[src/rtl/layer_pkg.sv]
// ---------------------------------------------------------------------------
// layer_pkg
// Shared types and constants for the layer sequencer:
//   - seq_state_e   : sequencer FSM states
//   - layer_entry_t : one layer-table entry {mask, repeat count, base flag}
//   - NUM_LAYERS_DEF / CNT_W_DEF : default table depth and counter width
// ---------------------------------------------------------------------------
package layer_pkg;

    localparam int NUM_LAYERS_DEF = 8;
    localparam int CNT_W_DEF      = 16;

    typedef enum logic [2:0] {
        ST_IDLE,
        ST_LOAD,
        ST_RUN,
        ST_NEXT,
        ST_DONE
    } seq_state_e;

    typedef struct packed {
        logic [7:0]           mask;
        logic [CNT_W_DEF-1:0] cnt;
        logic                 base;
    } layer_entry_t;

endpackage

[src/rtl/layer_table.sv]
// ---------------------------------------------------------------------------
// layer_table
// NUM_LAYERS-entry register file holding the per-layer configuration.
// One synchronous write port, one registered read port (data appears the
// cycle after rd_addr is presented).
// Ports:
//   io_clk, io_rst_n : clock, asynchronous active-low reset (clears table)
//   wr_en/wr_addr/wr_data : write port
//   rd_addr / rd_data     : registered read port
// ---------------------------------------------------------------------------
module layer_table
    import layer_pkg::*;
#(
    parameter int NUM_LAYERS = NUM_LAYERS_DEF,
    parameter int AW         = 3
) (
    input  logic         io_clk,
    input  logic         io_rst_n,
    input  logic         wr_en,
    input  logic [AW-1:0] wr_addr,
    input  layer_entry_t wr_data,
    input  logic [AW-1:0] rd_addr,
    output layer_entry_t rd_data
);

    layer_entry_t mem_q [NUM_LAYERS];
    layer_entry_t mem_d [NUM_LAYERS];
    layer_entry_t rd_data_q, rd_data_d;

    // NOTE: every signal assigned in always_comb gets a default first so no
    // path leaves it unassigned; that is what keeps latches from inferring.
    always_comb begin
        mem_d = mem_q;
        if (wr_en && (int'(wr_addr) < NUM_LAYERS)) begin
            mem_d[wr_addr] = wr_data;
        end
        rd_data_d = '0;
        if (int'(rd_addr) < NUM_LAYERS) begin
            rd_data_d = mem_q[rd_addr];
        end
    end

    // NOTE: the table is small and must read back as zero after reset, so it
    // is built from resettable flops rather than an unreset RAM macro.
    always_ff @(posedge io_clk or negedge io_rst_n) begin
        if (!io_rst_n) begin
            mem_q     <= '{default: '0};
            rd_data_q <= '0;
        end else begin
            mem_q     <= mem_d;
            rd_data_q <= rd_data_d;
        end
    end

    assign rd_data = rd_data_q;

endmodule

[src/rtl/layer_sequencer.sv]
// ---------------------------------------------------------------------------
// layer_sequencer
// Steps through a programmable list of layers. For each layer it counts
// qualified switch events until the layer's repeat budget is used up, pulses
// io_layerEnd, and advances; after the last layer it optionally replays the
// whole list io_seqLoops more times, then pulses io_seqEnd.
// Ports:
//   io_clk, io_rst_n        : clock, asynchronous active-low reset
//   io_cfgWe/Addr/Mask/Cnt/Base : table write port (accepted in IDLE only)
//   io_numLayers, io_seqLoops   : sequence shape, sampled on io_start
//   io_start, io_abort          : control pulses
//   io_switchEnLogic            : per-switch event strobes
//   io_busy, io_layerIdx, io_layerCfg, io_layerCnt, io_repeatCnt : status
//   io_layerEnd, io_seqEnd      : one-cycle end strobes
//   io_cfgErr, io_missed        : sticky error flags, cleared on io_start
// ---------------------------------------------------------------------------
module layer_sequencer
    import layer_pkg::*;
#(
    parameter int NUM_LAYERS = NUM_LAYERS_DEF,
    parameter int AW         = 3,
    parameter int CNT_W      = CNT_W_DEF
) (
    input  logic             io_clk,
    input  logic             io_rst_n,
    input  logic             io_cfgWe,
    input  logic [AW-1:0]    io_cfgAddr,
    input  logic [7:0]       io_cfgMask,
    input  logic [CNT_W-1:0] io_cfgCnt,
    input  logic             io_cfgBase,
    input  logic [AW:0]      io_numLayers,
    input  logic [CNT_W-1:0] io_seqLoops,
    input  logic             io_start,
    input  logic             io_abort,
    input  logic [7:0]       io_switchEnLogic,
    output logic             io_busy,
    output logic [AW-1:0]    io_layerIdx,
    output logic [7:0]       io_layerCfg,
    output logic [CNT_W-1:0] io_layerCnt,
    output logic [CNT_W-1:0] io_repeatCnt,
    output logic             io_layerEnd,
    output logic             io_seqEnd,
    output logic             io_cfgErr,
    output logic             io_missed
);

    seq_state_e       state_q, state_d;
    logic [AW-1:0]    idx_q, idx_d;
    logic [AW:0]      num_layers_q, num_layers_d;
    logic [CNT_W-1:0] seq_loops_q, seq_loops_d;
    logic [CNT_W-1:0] loop_q, loop_d;
    logic [7:0]       layer_cfg_q, layer_cfg_d;
    logic [CNT_W-1:0] layer_cnt_q, layer_cnt_d;
    logic             base_q, base_d;
    logic [CNT_W-1:0] repeat_q, repeat_d;
    logic             layer_end_q, layer_end_d;
    logic             seq_end_q, seq_end_d;
    logic             busy_q, busy_d;
    logic             cfg_err_q, cfg_err_d;
    logic             missed_q, missed_d;

    layer_entry_t     wr_entry;
    layer_entry_t     rd_entry;
    logic             tbl_we;

    logic             start_ok;
    logic             ev_hit;
    logic             ev_any;
    logic [CNT_W:0]   target;
    logic [CNT_W:0]   rep_inc;
    logic             completes;

    // ---------------------------------------------------------------------
    // Layer table. The read address is the *next* index, so the registered
    // read data lines up with the LOAD cycle that consumes it.
    // ---------------------------------------------------------------------
    assign tbl_we        = io_cfgWe && (state_q == ST_IDLE);
    assign wr_entry.mask = io_cfgMask;
    assign wr_entry.cnt  = CNT_W_DEF'(io_cfgCnt);
    assign wr_entry.base = io_cfgBase;

    layer_table #(
        .NUM_LAYERS (NUM_LAYERS),
        .AW         (AW)
    ) u_table (
        .io_clk   (io_clk),
        .io_rst_n (io_rst_n),
        .wr_en    (tbl_we),
        .wr_addr  (io_cfgAddr),
        .wr_data  (wr_entry),
        .rd_addr  (idx_d),
        .rd_data  (rd_entry)
    );

    // ---------------------------------------------------------------------
    // Event qualification and layer budget. The budget is computed one bit
    // wider than the counter so a non-base count of all-ones cannot wrap.
    // ---------------------------------------------------------------------
    assign start_ok = (io_numLayers != '0) &&
                      (io_numLayers <= (AW+1)'(NUM_LAYERS));
    assign ev_hit   = |(io_switchEnLogic & layer_cfg_q);
    assign ev_any   = |io_switchEnLogic;
    assign rep_inc  = {1'b0, repeat_q} + (CNT_W+1)'(1);

    always_comb begin
        if (layer_cnt_q == '0) begin
            target = (CNT_W+1)'(1);
        end else if (base_q) begin
            target = {1'b0, layer_cnt_q};
        end else begin
            target = {1'b0, layer_cnt_q} + (CNT_W+1)'(1);
        end
    end

    assign completes = (rep_inc == target);

    // ---------------------------------------------------------------------
    // Next-state logic
    // ---------------------------------------------------------------------
    // NOTE: combinational next-state code uses blocking '=' so later lines
    // see earlier updates (e.g. the abort override below); the flops take
    // these values with non-blocking '<=' only.
    always_comb begin
        state_d      = state_q;
        idx_d        = idx_q;
        num_layers_d = num_layers_q;
        seq_loops_d  = seq_loops_q;
        loop_d       = loop_q;
        layer_cfg_d  = layer_cfg_q;
        layer_cnt_d  = layer_cnt_q;
        base_d       = base_q;
        repeat_d     = repeat_q;
        layer_end_d  = 1'b0;
        cfg_err_d    = cfg_err_q;
        missed_d     = missed_q;

        unique case (state_q)
            ST_IDLE: begin
                if (io_start) begin
                    if (start_ok) begin
                        state_d      = ST_LOAD;
                        num_layers_d = io_numLayers;
                        seq_loops_d  = io_seqLoops;
                        loop_d       = '0;
                        idx_d        = '0;
                        cfg_err_d    = 1'b0;
                        missed_d     = 1'b0;
                    end else begin
                        cfg_err_d = 1'b1;
                    end
                end
            end
            ST_LOAD: begin
                layer_cfg_d = rd_entry.mask;
                layer_cnt_d = CNT_W'(rd_entry.cnt);
                base_d      = rd_entry.base;
                repeat_d    = '0;
                state_d     = ST_RUN;
            end
            ST_RUN: begin
                if (ev_hit) begin
                    if (completes) begin
                        repeat_d    = '0;
                        layer_end_d = 1'b1;
                        state_d     = ST_NEXT;
                    end else begin
                        repeat_d = rep_inc[CNT_W-1:0];
                    end
                end
            end
            ST_NEXT: begin
                if (({1'b0, idx_q} + (AW+1)'(1)) < num_layers_q) begin
                    idx_d   = idx_q + AW'(1);
                    state_d = ST_LOAD;
                end else if (loop_q < seq_loops_q) begin
                    loop_d  = loop_q + CNT_W'(1);
                    idx_d   = '0;
                    state_d = ST_LOAD;
                end else begin
                    state_d = ST_DONE;
                end
            end
            ST_DONE: begin
                state_d = ST_IDLE;
            end
            default: begin
                state_d = ST_IDLE;
            end
        endcase

        // Abort overrides whatever the busy state decided, including a
        // completing event in the same cycle; the counter and index freeze.
        if (io_abort && (state_q inside {ST_LOAD, ST_RUN, ST_NEXT})) begin
            state_d     = ST_DONE;
            layer_end_d = 1'b0;
            repeat_d    = repeat_q;
            idx_d       = idx_q;
            loop_d      = loop_q;
        end

        // Strobes outside RUN are dropped but remembered.
        if (ev_any && (state_q inside {ST_LOAD, ST_NEXT, ST_DONE})) begin
            missed_d = 1'b1;
        end

        // Table writes are only honoured in IDLE.
        if (io_cfgWe && (state_q != ST_IDLE)) begin
            cfg_err_d = 1'b1;
        end
    end

    assign busy_d    = (state_d != ST_IDLE);
    assign seq_end_d = (state_d == ST_DONE);

    // ---------------------------------------------------------------------
    // State and registered outputs
    // ---------------------------------------------------------------------
    always_ff @(posedge io_clk or negedge io_rst_n) begin
        if (!io_rst_n) begin
            state_q      <= ST_IDLE;
            idx_q        <= '0;
            num_layers_q <= '0;
            seq_loops_q  <= '0;
            loop_q       <= '0;
            layer_cfg_q  <= '0;
            layer_cnt_q  <= '0;
            base_q       <= 1'b0;
            repeat_q     <= '0;
            layer_end_q  <= 1'b0;
            seq_end_q    <= 1'b0;
            busy_q       <= 1'b0;
            cfg_err_q    <= 1'b0;
            missed_q     <= 1'b0;
        end else begin
            state_q      <= state_d;
            idx_q        <= idx_d;
            num_layers_q <= num_layers_d;
            seq_loops_q  <= seq_loops_d;
            loop_q       <= loop_d;
            layer_cfg_q  <= layer_cfg_d;
            layer_cnt_q  <= layer_cnt_d;
            base_q       <= base_d;
            repeat_q     <= repeat_d;
            layer_end_q  <= layer_end_d;
            seq_end_q    <= seq_end_d;
            busy_q       <= busy_d;
            cfg_err_q    <= cfg_err_d;
            missed_q     <= missed_d;
        end
    end

    assign io_busy      = busy_q;
    assign io_layerIdx  = idx_q;
    assign io_layerCfg  = layer_cfg_q;
    assign io_layerCnt  = layer_cnt_q;
    assign io_repeatCnt = repeat_q;
    assign io_layerEnd  = layer_end_q;
    assign io_seqEnd    = seq_end_q;
    assign io_cfgErr    = cfg_err_q;
    assign io_missed    = missed_q;

endmodule

[config.mk]
export PLATFORM = sky130hd
export DESIGN_NAME = layer_sequencer
export DESIGN_NICKNAME = d
export VERILOG_FILES = /design/src/rtl/layer_pkg.sv /design/src/rtl/layer_table.sv /design/src/rtl/layer_sequencer.sv
export SDC_FILE = /design/constraint.sdc
export NUM_CORES = 1
export LEC_CHECK = 0
export ABC_AREA = 1
export BUFFER_PORTS_ARGS = -buffer_cell sky130_fd_sc_hd__buf_2
export CORE_MARGIN = 4
export CORE_UTILIZATION = 49
export DETAILED_ROUTE_END_ITERATION = 16
export PLACE_DENSITY = 0.69
export REMOVE_ABC_BUFFERS = 1
export SLEW_MARGIN = 20
export SYNTH_ARGS = -nofsm -noshare
export SYNTH_HDL_FRONTEND = slang
export SYNTH_SLANG_ARGS = --single-unit
[constraint.sdc]
create_clock -name io_clk -period 5.4 [get_ports io_clk]
set_clock_uncertainty 0.15 [all_clocks]
set_input_delay 1.08 -clock io_clk [delete_from_list [all_inputs] [get_ports io_clk]]
set_output_delay 1.08 -clock io_clk [all_outputs]
set_load 0.01 [all_outputs]
==> results_dict.tcl <==
set metrics [dict create \
    post_synth_and_or_nand_nor_area_fraction_pct 27.1 \
    cp-start-kind "register" \
    slowest_stage "sky130_fd_sc_hd__buf_4" \
    finalMaxSlewViolations 0 \
    numClockSinks 313 \
    fp.dieH_um 190 \
    fp.coreArea_um2 32600 \
    number_of_global_route_vias_before_repair 13400 \
    number_of_instances_in_the_synthesized_netlist 2110 \
    worstMarginPinSlew_ns 0.922 \
    final_cell_area_um2 18200 \
    cts_tree "yes" \
    pwr-share-clk_pct 23.5 \
    post-place-cells 2552 \
    max_cap_viol_count 0 \
    critical_path_class "reg2reg" \
    sequentialPowerShare_pct 39.1 \
    post_drt_via_cell_ratio 5.29 \
    synth_fa_ha_area_share_pct 1.77 \
    clock_insertion_delay_worst_skew_ns 0.52 \
    detailedPlace.worstSlack_ns 1.46 \
    grt_setup_unrepaired "no" \
    place_hpwl_um 25400 \
    vdd_drop_max_mv 0.242 \
    drt_iter0_drc 1117 \
    net_sw_share_pct 38.4 \
    routed-via-count 13800 \
    timing.critical_path.slowest_cell_delay_ns 0.74 \
    timing.max_slew.rel_slack_pct 38.5 \
    firstDrtPassIters 5 \
    antenna_found_initial 4 \
    path_depth 16 \
    combPwrFrac_pct 37.4 \
    routed_wirelength_um 41500 \
    synth_xor_area_share_pct 1.40 \
    worstHoldPathCells 1 \
    cp_num_buf_inv 3 \
    syn-mean-instance-area_um2 7.70 \
    ctsLongestPathBuffers 3 \
    worstPathCellList "ha_1, xnor2_1, inv_1, ha_1, nand2_1, o21ai_1, nor2_4, inv_2, nand2_4, nand2_4, buf_4, nand2_1, nand3_1, nand2_1, nand2_1, nand2_1" \
    post_cts.repair.setup_buffers 0 \
    worstPathRequired_ns 5.65 \
    die_area_um2 36100 \
    h-tree-depth 2 \
    number_of_non_filler_instances_in_the_completed_layout 2612 \
    synthToLayoutAreaGrowth_pct 11.7 \
    synthesized_area_um2 16200 \
    grt_usage_pct 23.1 \
    post-route-drc-count 0 \
    outcome "finished clean" \
    setup_viol_count_final 0 \
    worstHoldPathType "reg2reg" \
    finalHoldViolCount 0 \
    cts.hold.buffers_added 0 \
    synth-edff-count 0 \
    total_placed_instance_area_um2 17100 \
    gpl.final_weighted_congestion 0.897 \
    clock_slew_at_the_register_clock_pins_of_the_worst_setup_and_hold_paths_ns 0.06 \
    highest_clock_rate_ghz 0.249 \
    critPathCaptureType "register" \
    postRouteAntennaNets 0 \
    num_rows 66 \
    synth_largest_type_area_fraction_pct 48.2 \
    synthesized_area_fraction_occupied_by_ao_oa_aoi_and_oai_cells_pct 10.2 \
    wire_per_inst_um 15.9 \
    yosys.area.top_type "sky130_fd_sc_hd__dfrtp_1" \
    layout_commonest_cell "sky130_fd_sc_hd__nand2_1" \
    worst_path_dominant_cell_family "simple AND/OR/NAND/NOR gates" \
    tritoncts.num_buffers 35 \
    clock-root-buffer "sky130_fd_sc_hd__clkbuf_16" \
    synth_top_family_by_area "simple AND/OR/NAND/NOR gates" \
    critical_path_arrival_ns 4.26 \
    synth.area.top_cells "sky130_fd_sc_hd__dfrtp_1 48%, sky130_fd_sc_hd__nand2_1 14%, sky130_fd_sc_hd__nand3_1 7.5%" \
    synthMuxAreaShare_pct 0.762 \
    setup_total_negative_slack_ns 0 \
    timing.final.ws_setup_ns 1.39 \
    fp.dieW_um 190 \
    initial_core_util_pct 49.8 \
    num_io_pins 109 \
    grt_overflow 0 \
    grt_first_pass_wirelength_um 68600 \
    crit_path_max_fanout 82 \
    switchingPower_mw 3.78 \
    crit_path_frequent_cell "sky130_fd_sc_hd__nand2_1" \
    post_cts_resized 0 \
    nNetsFinal 2231 \
    numPortBuffers 108 \
    worst_r2r_path_depth 16 \
    synth.ff_latch_count 313 \
    cell_internal_pwr_mw 6.06 \
    timing.final.crit_period_ns 4.01 \
    layout.cells.most_common_list "604 x sky130_fd_sc_hd__nand2_1, 313 x sky130_fd_sc_hd__dfrtp_1, 287 x sky130_fd_sc_hd__inv_1" \
    synth_async_sr_flop_share_pct 100 \
    synth.distinct_cells 41 \
    p_leak_nw 8.88 \
    post_route_cells_drive_above_1_share_pct 12.2 \
    final.hold.worst_slack_ns 0.329 \
    yosysSeqAreaShare_pct 48.2 \
    yosys_warnings 0 \
    power_per_cell_area_nw_per_um2 542 \
    dominantRegCellSynth "sky130_fd_sc_hd__dfrtp_1" \
    grt_start_max_net_pins 117 \
    final_min_period_over_clock_period_pct 74.2 \
]
## worst register-to-register path, cell delays in order, from the launching register on
cell,delay (ns)
sky130_fd_sc_hd__dfrtp_1,0.45
sky130_fd_sc_hd__ha_1,0.24
sky130_fd_sc_hd__xnor2_1,0.13
sky130_fd_sc_hd__inv_1,0.09
sky130_fd_sc_hd__ha_1,0.28
sky130_fd_sc_hd__nand2_1,0.05
sky130_fd_sc_hd__o21ai_1,0.33
sky130_fd_sc_hd__nor2_4,0.08
sky130_fd_sc_hd__inv_2,0.12
sky130_fd_sc_hd__nand2_4,0.33
sky130_fd_sc_hd__nand2_4,0.38
sky130_fd_sc_hd__buf_4,0.74
sky130_fd_sc_hd__nand2_1,0.23
sky130_fd_sc_hd__nand3_1,0.12
sky130_fd_sc_hd__nand2_1,0.06
sky130_fd_sc_hd__nand2_1,0.06
sky130_fd_sc_hd__nand2_1,0.06
## routing by layer
layer / track usage (%) / share of wire [%] / vias to the layer above
met4: 7.57 / 2.5 / 4
met1: 31.2 / 43 / 6570
met5: 0 / 0.065 / -
li1: - / - / 6747
met3: 3.74 / 5.8 / 83
met2: 38.4 / 48 / 401
## cells in the mapped netlist (10+ instances only)
library cell and n:
sky130_fd_sc_hd__clkbuf_1 57, sky130_fd_sc_hd__nand2_1 606, sky130_fd_sc_hd__xor2_1 21, sky130_fd_sc_hd__nor2_1 70
sky130_fd_sc_hd__inv_2 15, sky130_fd_sc_hd__buf_2 64, sky130_fd_sc_hd__inv_1 287, sky130_fd_sc_hd__nand4_1 22
sky130_fd_sc_hd__nand3_1 243, sky130_fd_sc_hd__mux2_2 11, sky130_fd_sc_hd__ha_1 23, sky130_fd_sc_hd__nand2_2 10
sky130_fd_sc_hd__a21oi_1 33, sky130_fd_sc_hd__o21ai_1 34, sky130_fd_sc_hd__dfrtp_1 313, sky130_fd_sc_hd__nor3_1 13
sky130_fd_sc_hd__o21ai_0 210
## final timing paths
check / from / slack (ns) / to
worst max-delay path: io_layerIdx[0] / 1.39 / u_table.rd_data[4]
worst max register to register: io_layerIdx[0] / 1.39 / u_table.rd_data[4]
max in group asynchronous: io_rst_n / 3.56 / u_table.mem_q[128]
min in group asynchronous: io_rst_n / 0.53 / seq_loops_q[2]
worst min register to register: u_table.rd_data[17] / 0.33 / io_layerCfg[0]
worst min-delay path: u_table.rd_data[17] / 0.33 / io_layerCfg[0]
## metrics by stage
step	utilization, %	power, mW
2_1_floorplan	-	6.48
3_3_place_gp	52.3	7.40
3_5_place_dp	52.3	7.53
4_1_cts	55.6	9.90
5_1_grt	55.7	10.7
6_report	55.7	9.83
## power by group through the flow
stage               Clock [mW]  Sequential [mW]  Combinational [mW]
floorplan                    0             3.79                2.69
global placement             0             3.85                3.55
detailed placement           0             3.89                3.65
CTS                       2.37             3.85                3.68
global route              2.47             3.95                4.25
finish                    2.31             3.85                3.67
## final cells by class
type	instances	area [µm²]
inverter	302	1130
timing repair buffer	128	726
sequential	313	7830
fill	3010	14500
clock inverter	9	98.8
clock buffer	49	998
tap	442	553
antenna	2	5.00
multi-input combinational	1367	6810
## flip-flops by register name (all words and copies together) (netlist names)
register	cells
io_cfgErr	1
u_table.rd_data	25
u_table.mem_q	200
io_missed	1
io_layerEnd	1
io_layerIdx	3
io_layerCfg	8
base_q	1
io_seqEnd	1
io_busy	1
num_layers_q	4
seq_loops_q	16
state_q	3
io_repeatCnt	16
io_layerCnt	16
loop_q	16
## cells by family (layout without fill, tap and decap cells)
family	count (synthesis)	count (layout)
AOI/OAI and AO/OA	304	304
xor gates and xnor gates	26	26
adders and majority gates	23	23
buffers and inverters	430	488
DFF	313	313
muxes	11	11
other	0	2
and+or+nand+nor	1003	1003
Power figures use the tool's default switching activity.
